--- src/rtl/gen_defines.svh ---
`ifndef GEN_DEFINES_SVH
`define GEN_DEFINES_SVH
`define DIV(a, b) ((a) / (b))
`define WIDTH(x) ($clog2((x) + 1))
`define WIRE(x) [`WIDTH(x)-1:0]
`define REG(x) logic `WIRE(x)
`endif

--- src/rtl/gen_pkg.sv ---
// gen_pkg: shared state encoding and timing helpers for the half-bridge generator
`include "gen_defines.svh"
package gen_pkg;
  localparam int STATE_W = 2;
  typedef enum logic [STATE_W-1:0] {IDLE, HALF_A, HALF_B} state_t;
  function automatic int cnt_min(input int clk_mhz, input int freq_khz_max);
    return `DIV(500 * clk_mhz, freq_khz_max);
  endfunction
endpackage

--- src/rtl/gen_hbridge.sv ---
// gen_hbridge: complementary half-bridge gate pattern with dead time, glitch-free period reload, run gating and sticky fault
//   clk, rst_n (sync, active-low) | run: oscillation request | fault: abort, highest priority
//   ld/inp: shadow load of period parameter p, half-period H = CNT_MIN + p
//   out_a/out_b: phase drives | sync: first clock of each A half | busy: not idle | flt: sticky fault
`include "gen_defines.svh"
module gen_hbridge
  import gen_pkg::*;
#(
  parameter int CLK_MHZ      = 100,
  parameter int FREQ_KHZ_MIN = 100,
  parameter int FREQ_KHZ_MAX = 400,
  parameter int PARAM_MAX    = 255,
  parameter int DEAD_CYCLES  = 8
) (
  input  logic                  clk,
  input  logic                  rst_n,
  input  logic                  run,
  input  logic                  fault,
  input  logic                  ld,
  input  logic `WIRE(PARAM_MAX) inp,
  output logic                  out_a,
  output logic                  out_b,
  output logic                  sync,
  output logic                  busy,
  output logic                  flt
);
  localparam int CNT_MIN = cnt_min(CLK_MHZ, FREQ_KHZ_MAX);
  localparam int CW = `WIDTH(CNT_MIN + PARAM_MAX);
  if (DEAD_CYCLES >= CNT_MIN) begin : g_bad_dead
    $error("gen_hbridge: DEAD_CYCLES must be below CNT_MIN");
  end
  if (FREQ_KHZ_MIN > FREQ_KHZ_MAX) begin : g_bad_freq
    $error("gen_hbridge: FREQ_KHZ_MIN exceeds FREQ_KHZ_MAX");
  end
  state_t state, st_n;
  logic [CW-1:0] cnt, cnt_n, h;
  `REG(PARAM_MAX) shadow, active, act_n;
  logic flt_n, bnd;
  assign busy = state != IDLE;
  // The half length always comes from active, which only moves at a start or a
  // half boundary, so a mid-half ld can never stretch or cut the running half.
  always_comb begin
    h = CW'(CNT_MIN) + CW'(active);
    bnd = state != IDLE && cnt == h - 1'b1;
    st_n = state;
    cnt_n = cnt + 1'b1;
    act_n = active;
    flt_n = flt;
    if (fault) begin
      st_n = IDLE;
      cnt_n = '0;
      flt_n = 1'b1;
    end else if (state == IDLE) begin
      cnt_n = '0;
      flt_n = flt && run;
      if (run && !flt) begin
        st_n = HALF_A;
        act_n = shadow;
      end
    end else if (bnd) begin
      cnt_n = '0;
      act_n = ld ? inp : shadow;
      st_n = state == HALF_A ? HALF_B : run ? HALF_A : IDLE;
    end
  end
  // Outputs decode the next state so they switch on the same edge as the FSM.
  always_ff @(posedge clk) begin
    if (!rst_n) begin
      state <= IDLE;
      cnt <= '0;
      shadow <= '0;
      active <= '0;
      flt <= 1'b0;
      out_a <= 1'b0;
      out_b <= 1'b0;
      sync <= 1'b0;
    end else begin
      state <= st_n;
      cnt <= cnt_n;
      shadow <= ld ? inp : shadow;
      active <= act_n;
      flt <= flt_n;
      out_a <= st_n == HALF_A && cnt_n >= CW'(DEAD_CYCLES);
      out_b <= st_n == HALF_B && cnt_n >= CW'(DEAD_CYCLES);
      sync <= st_n == HALF_A && cnt_n == '0;
    end
  end
endmodule
--- config.mk ---
export PLATFORM = sky130hd
export DESIGN_NAME = gen_hbridge
export DESIGN_NICKNAME = d
export VERILOG_FILES = /design/src/rtl/gen_pkg.sv /design/src/rtl/gen_hbridge.sv
export VERILOG_INCLUDE_DIRS = /design/src /design/src/rtl
export SDC_FILE = /design/constraint.sdc
export NUM_CORES = 1
export LEC_CHECK = 0
export ABC_CLOCK_PERIOD_IN_PS = 2900
export BUFFER_PORTS_ARGS = -buffer_cell sky130_fd_sc_hd__buf_2
export CAP_MARGIN = 20
export CORE_MARGIN = 2
export CORE_UTILIZATION = 57
export CTS_CLUSTER_DIAMETER = 80
export DETAILED_ROUTE_END_ITERATION = 7
export PLACE_DENSITY = 0.79
export SYNTH_ARGS = -nofsm -noshare
export SYNTH_HDL_FRONTEND = slang
export SYNTH_SLANG_ARGS = --single-unit
export TNS_END_PERCENT = 30
--- constraint.sdc ---
create_clock -name clk -period 2.9 [get_ports clk]
set_input_delay 0.435 -clock clk [delete_from_list [all_inputs] [get_ports clk]]
set_output_delay 0.435 -clock clk [all_outputs]
set_load 0.05 [all_outputs]
==> flow_metrics.tcl <==
set metrics [dict create \
    ys_ff_latch 31 \
    netlist_area_sq_mm 0.001640 \
    ctsResizeCount 0 \
    routed_via_density 5.623 \
    grt_pass1_vias 1228 \
    drtPass1Iterations 4 \
    portBuffers 17 \
    postSynthCellCount 183 \
    io-pin-count 18 \
    tritoncts "yes" \
    crit_required_ps 3160 \
    worstHoldPathType "primary input to flop" \
    row_count 19 \
    core_sq_mm 0.002734 \
    end_kind "flop" \
    place_congestion 0.8333 \
    htreeDepth 2 \
    diodes 0 \
    crit_path_top_delay_cell "o32ai_4" \
    fin_crit_sh 0.8839 \
    min_period_ps 2563 \
    yosysTopAreaCell "dfxtp_1" \
    cts.sinks 31 \
    die_h_um 57.65 \
    postCtsHoldBufs 0 \
    maxSlewHeadroom 0.6323 \
    multi_input_area_sq_um 960.9 \
    nNetsFinal 211 \
    crit_chain "inv_1 -> ha_1 -> xnor2_1 -> nor4_1 -> nand4_1 -> or2_1 -> o32ai_4 -> mux2i_1" \
    seq_area_sq_um 620.6 \
    slowest_delay_ps 530 \
    clkTransAtPathRegs_ps 90 \
    holdWs_ps 378.1 \
    fin_skew_ps 8.385 \
    powerDensity_mw_per_mm2 488.3 \
    synth_area_leaders "dfxtp_1 (38%), mux2i_1 (11%), xnor2_1 (4.8%)" \
    path_class "flop to flop" \
    drive_gt1_frac 0.1574 \
    p_leak_nw 0.7085 \
    grt_usage 0.2053 \
    hold_viol 0 \
    clockBufferDepth 2 \
    start_util 0.6000 \
    rsz0062_at_grt "no" \
    status "completed" \
    seq_area_frac_synth 0.3783 \
    critPathLaunchType "flop" \
    worstPathMaxFanout 8 \
    syn-num-nets 198 \
    slew_violations 0 \
    cts_setup_buffers 0 \
    die_area_sq_mm 0.003323 \
    wl_mm 3.097 \
    netlist.area_leader.share 0.3783 \
    tns_ps 0 \
    fmax_ghz 0.3901 \
    worst_pin_slew_ps 551.5 \
    setup_violations 0 \
    grt_overflow 0 \
    grt_antenna_before_repair 0 \
    route.vias.total 1282 \
    grt_max_degree 27 \
    critPathArrivalTime_ps 2820 \
    drcViolationCount 0 \
    drt_iter0_markers 90 \
    syn_avg_cell_area_sq_um 8.964 \
    max_cap_viol_count 0 \
    die_x_um 57.65 \
    numCtsBuffers 5 \
    ant_nets 0 \
    post_drt_wl_per_cell_um 13.58 \
    clk_latency_ps 330 \
    peakVddDrop_uv 421.5 \
    cts_root_buf "clkbuf_4" \
    nFillCells 237 \
    synth_cell_type_count 35 \
    grt_pass1_wl_mm 5.299 \
    place_hpwl_mm 2.380 \
    synthToLayoutAreaGrowth_pct 10.14 \
    synthesis.yosys.warnings 0 \
]
[Yosys cell counts]
library cell and instances:
dfxtp_1 31, mux2i_1 18, nor2_1 17, nand2_1 14, nand2b_1 11, nor2b_1 11
o211ai_1 10, clkbuf_1 9, xnor2_1 9, xor2_1 9, nand3_1 6, inv_1 4
nor3_1 3, o21a_1 3, a221oi_1 2, buf_2 2, ha_1 2, nor4_1 2
or2_1 2, or2_2 2, or4_1 2, a21oi_1 1, a22oi_1 1, a41oi_1 1
and3_1 1, nand3b_1 1, nand4_1 1, nor3_2 1, nor4b_1 1, o21ai_0 1
o21ai_1 1, o21ba_1 1, o31ai_2 1, o32ai_4 1, or3_4 1
[state kept, by name (all words and copies together) (netlist names)]
name,cells
active,8
cnt,9
flt,1
out_a,1
out_b,1
shadow,8
state,2
sync,1
[layout by cell type (no fill, tap or decap)]
master,n
bufinv_16,1
nor2b_1,11
mux2i_1,18
nor4b_1,1
nor3_2,1
o21ba_1,1
ha_1,2
a21oi_1,1
nor3_1,3
o211ai_1,10
o31ai_2,1
and3_1,1
nand2_1,14
or2_1,2
nor4_1,2
o21a_1,3
or2_2,2
o32ai_4,1
inv_1,4
nand2b_1,11
a41oi_1,1
clkbuf_4,5
xnor2_1,9
buf_2,17
nand3_1,6
o21ai_1,1
nand4_1,1
nor2_1,17
o21ai_0,1
xor2_1,9
or3_4,1
a22oi_1,1
nand3b_1,1
clkbuf_8,1
a221oi_1,2
clkinv_2,1
dfxtp_1,31
or4_1,2
[critical path: cells and delay by family, from the launching register on]
family	cells	cell delay [ps]
compound gates	1	530
xor+xnor	1	130
fa+ha+maj	1	300
buf+inv	1	70
flops	1	440
mux	1	270
simple gates	3	730
[path summary, 6_finish.rpt]
| path | depth (start not counted) | slack [ps] | from | endpoint |
|---|---|---|---|---|
| setup / recovery | 8 | 340 | active[2] | active[1] |
| hold reg to reg | 2 | 480 | active[0] | active[0] |
| setup reg to reg | 8 | 340 | active[2] | active[1] |
| hold / removal | 3 | 380 | inp[3] | shadow[3] |
[stage by stage]
| stage | total power, mW | instances | instance area, sq um | setup slack [ps] | utilization |
|---|---|---|---|---|---|
| after global placement | 0.5404 | 220 | 1720 | 526.7 | 0.6293 |
| after floorplan | 0.5225 | 183 | 1640 | 693.0 | - |
| after global routing | 0.9209 | 228 | 1807 | 239.5 | 0.6609 |
| final | 0.8823 | 228 | 1807 | 336.6 | 0.6609 |
| after CTS | 0.8919 | 228 | 1807 | 277.4 | 0.6609 |
| after detailed placement | 0.5452 | 220 | 1720 | 319.5 | 0.6293 |
[kinds of logic (layout without fill, tap and decap cells)]
| group | after synthesis | in the layout | synth area share |
|---|---|---|---|
| AO/OA/AOI/OAI | 23 | 23 | 0.1198 |
| XOR/XNOR | 18 | 18 | 0.09612 |
| adder cells (fa/ha/maj) | 2 | 2 | 0.01525 |
| buffers and inverters | 15 | 29 | 0.03585 |
| flip-flops | 31 | 31 | 0.3783 |
| multiplexers | 18 | 18 | 0.1098 |
| AND/OR/NAND/NOR | 76 | 76 | 0.2449 |
[final cells by class]
cell class / count / share of cell area
Clock buffer: 6 / 0.02839
Clock inverter: 2 / 0.01939
Inverter: 4 / 0.008310
Multi-Input combinational cell: 137 / 0.5319
Sequential cell: 31 / 0.3435
Tap cell: 31 / 0.02147
Timing Repair Buffer: 17 / 0.04709
[routing by layer]
layer,wire length (um),up-vias,global-route usage
met3,108,6,0.05580
li1,-,655,-
met2,1557,20,0.3360
met1,1380,601,0.2525
met4,51,0,0.09302
met5,0,-,0
[where the power goes]
group	switching [mW]	total (mW)	internal, mW
registers	0.00847	0.446	0.438
clock network	0.144	0.348	0.204
logic	0.0477	0.0888	0.0411
Power figures use the tool's default switching activity.
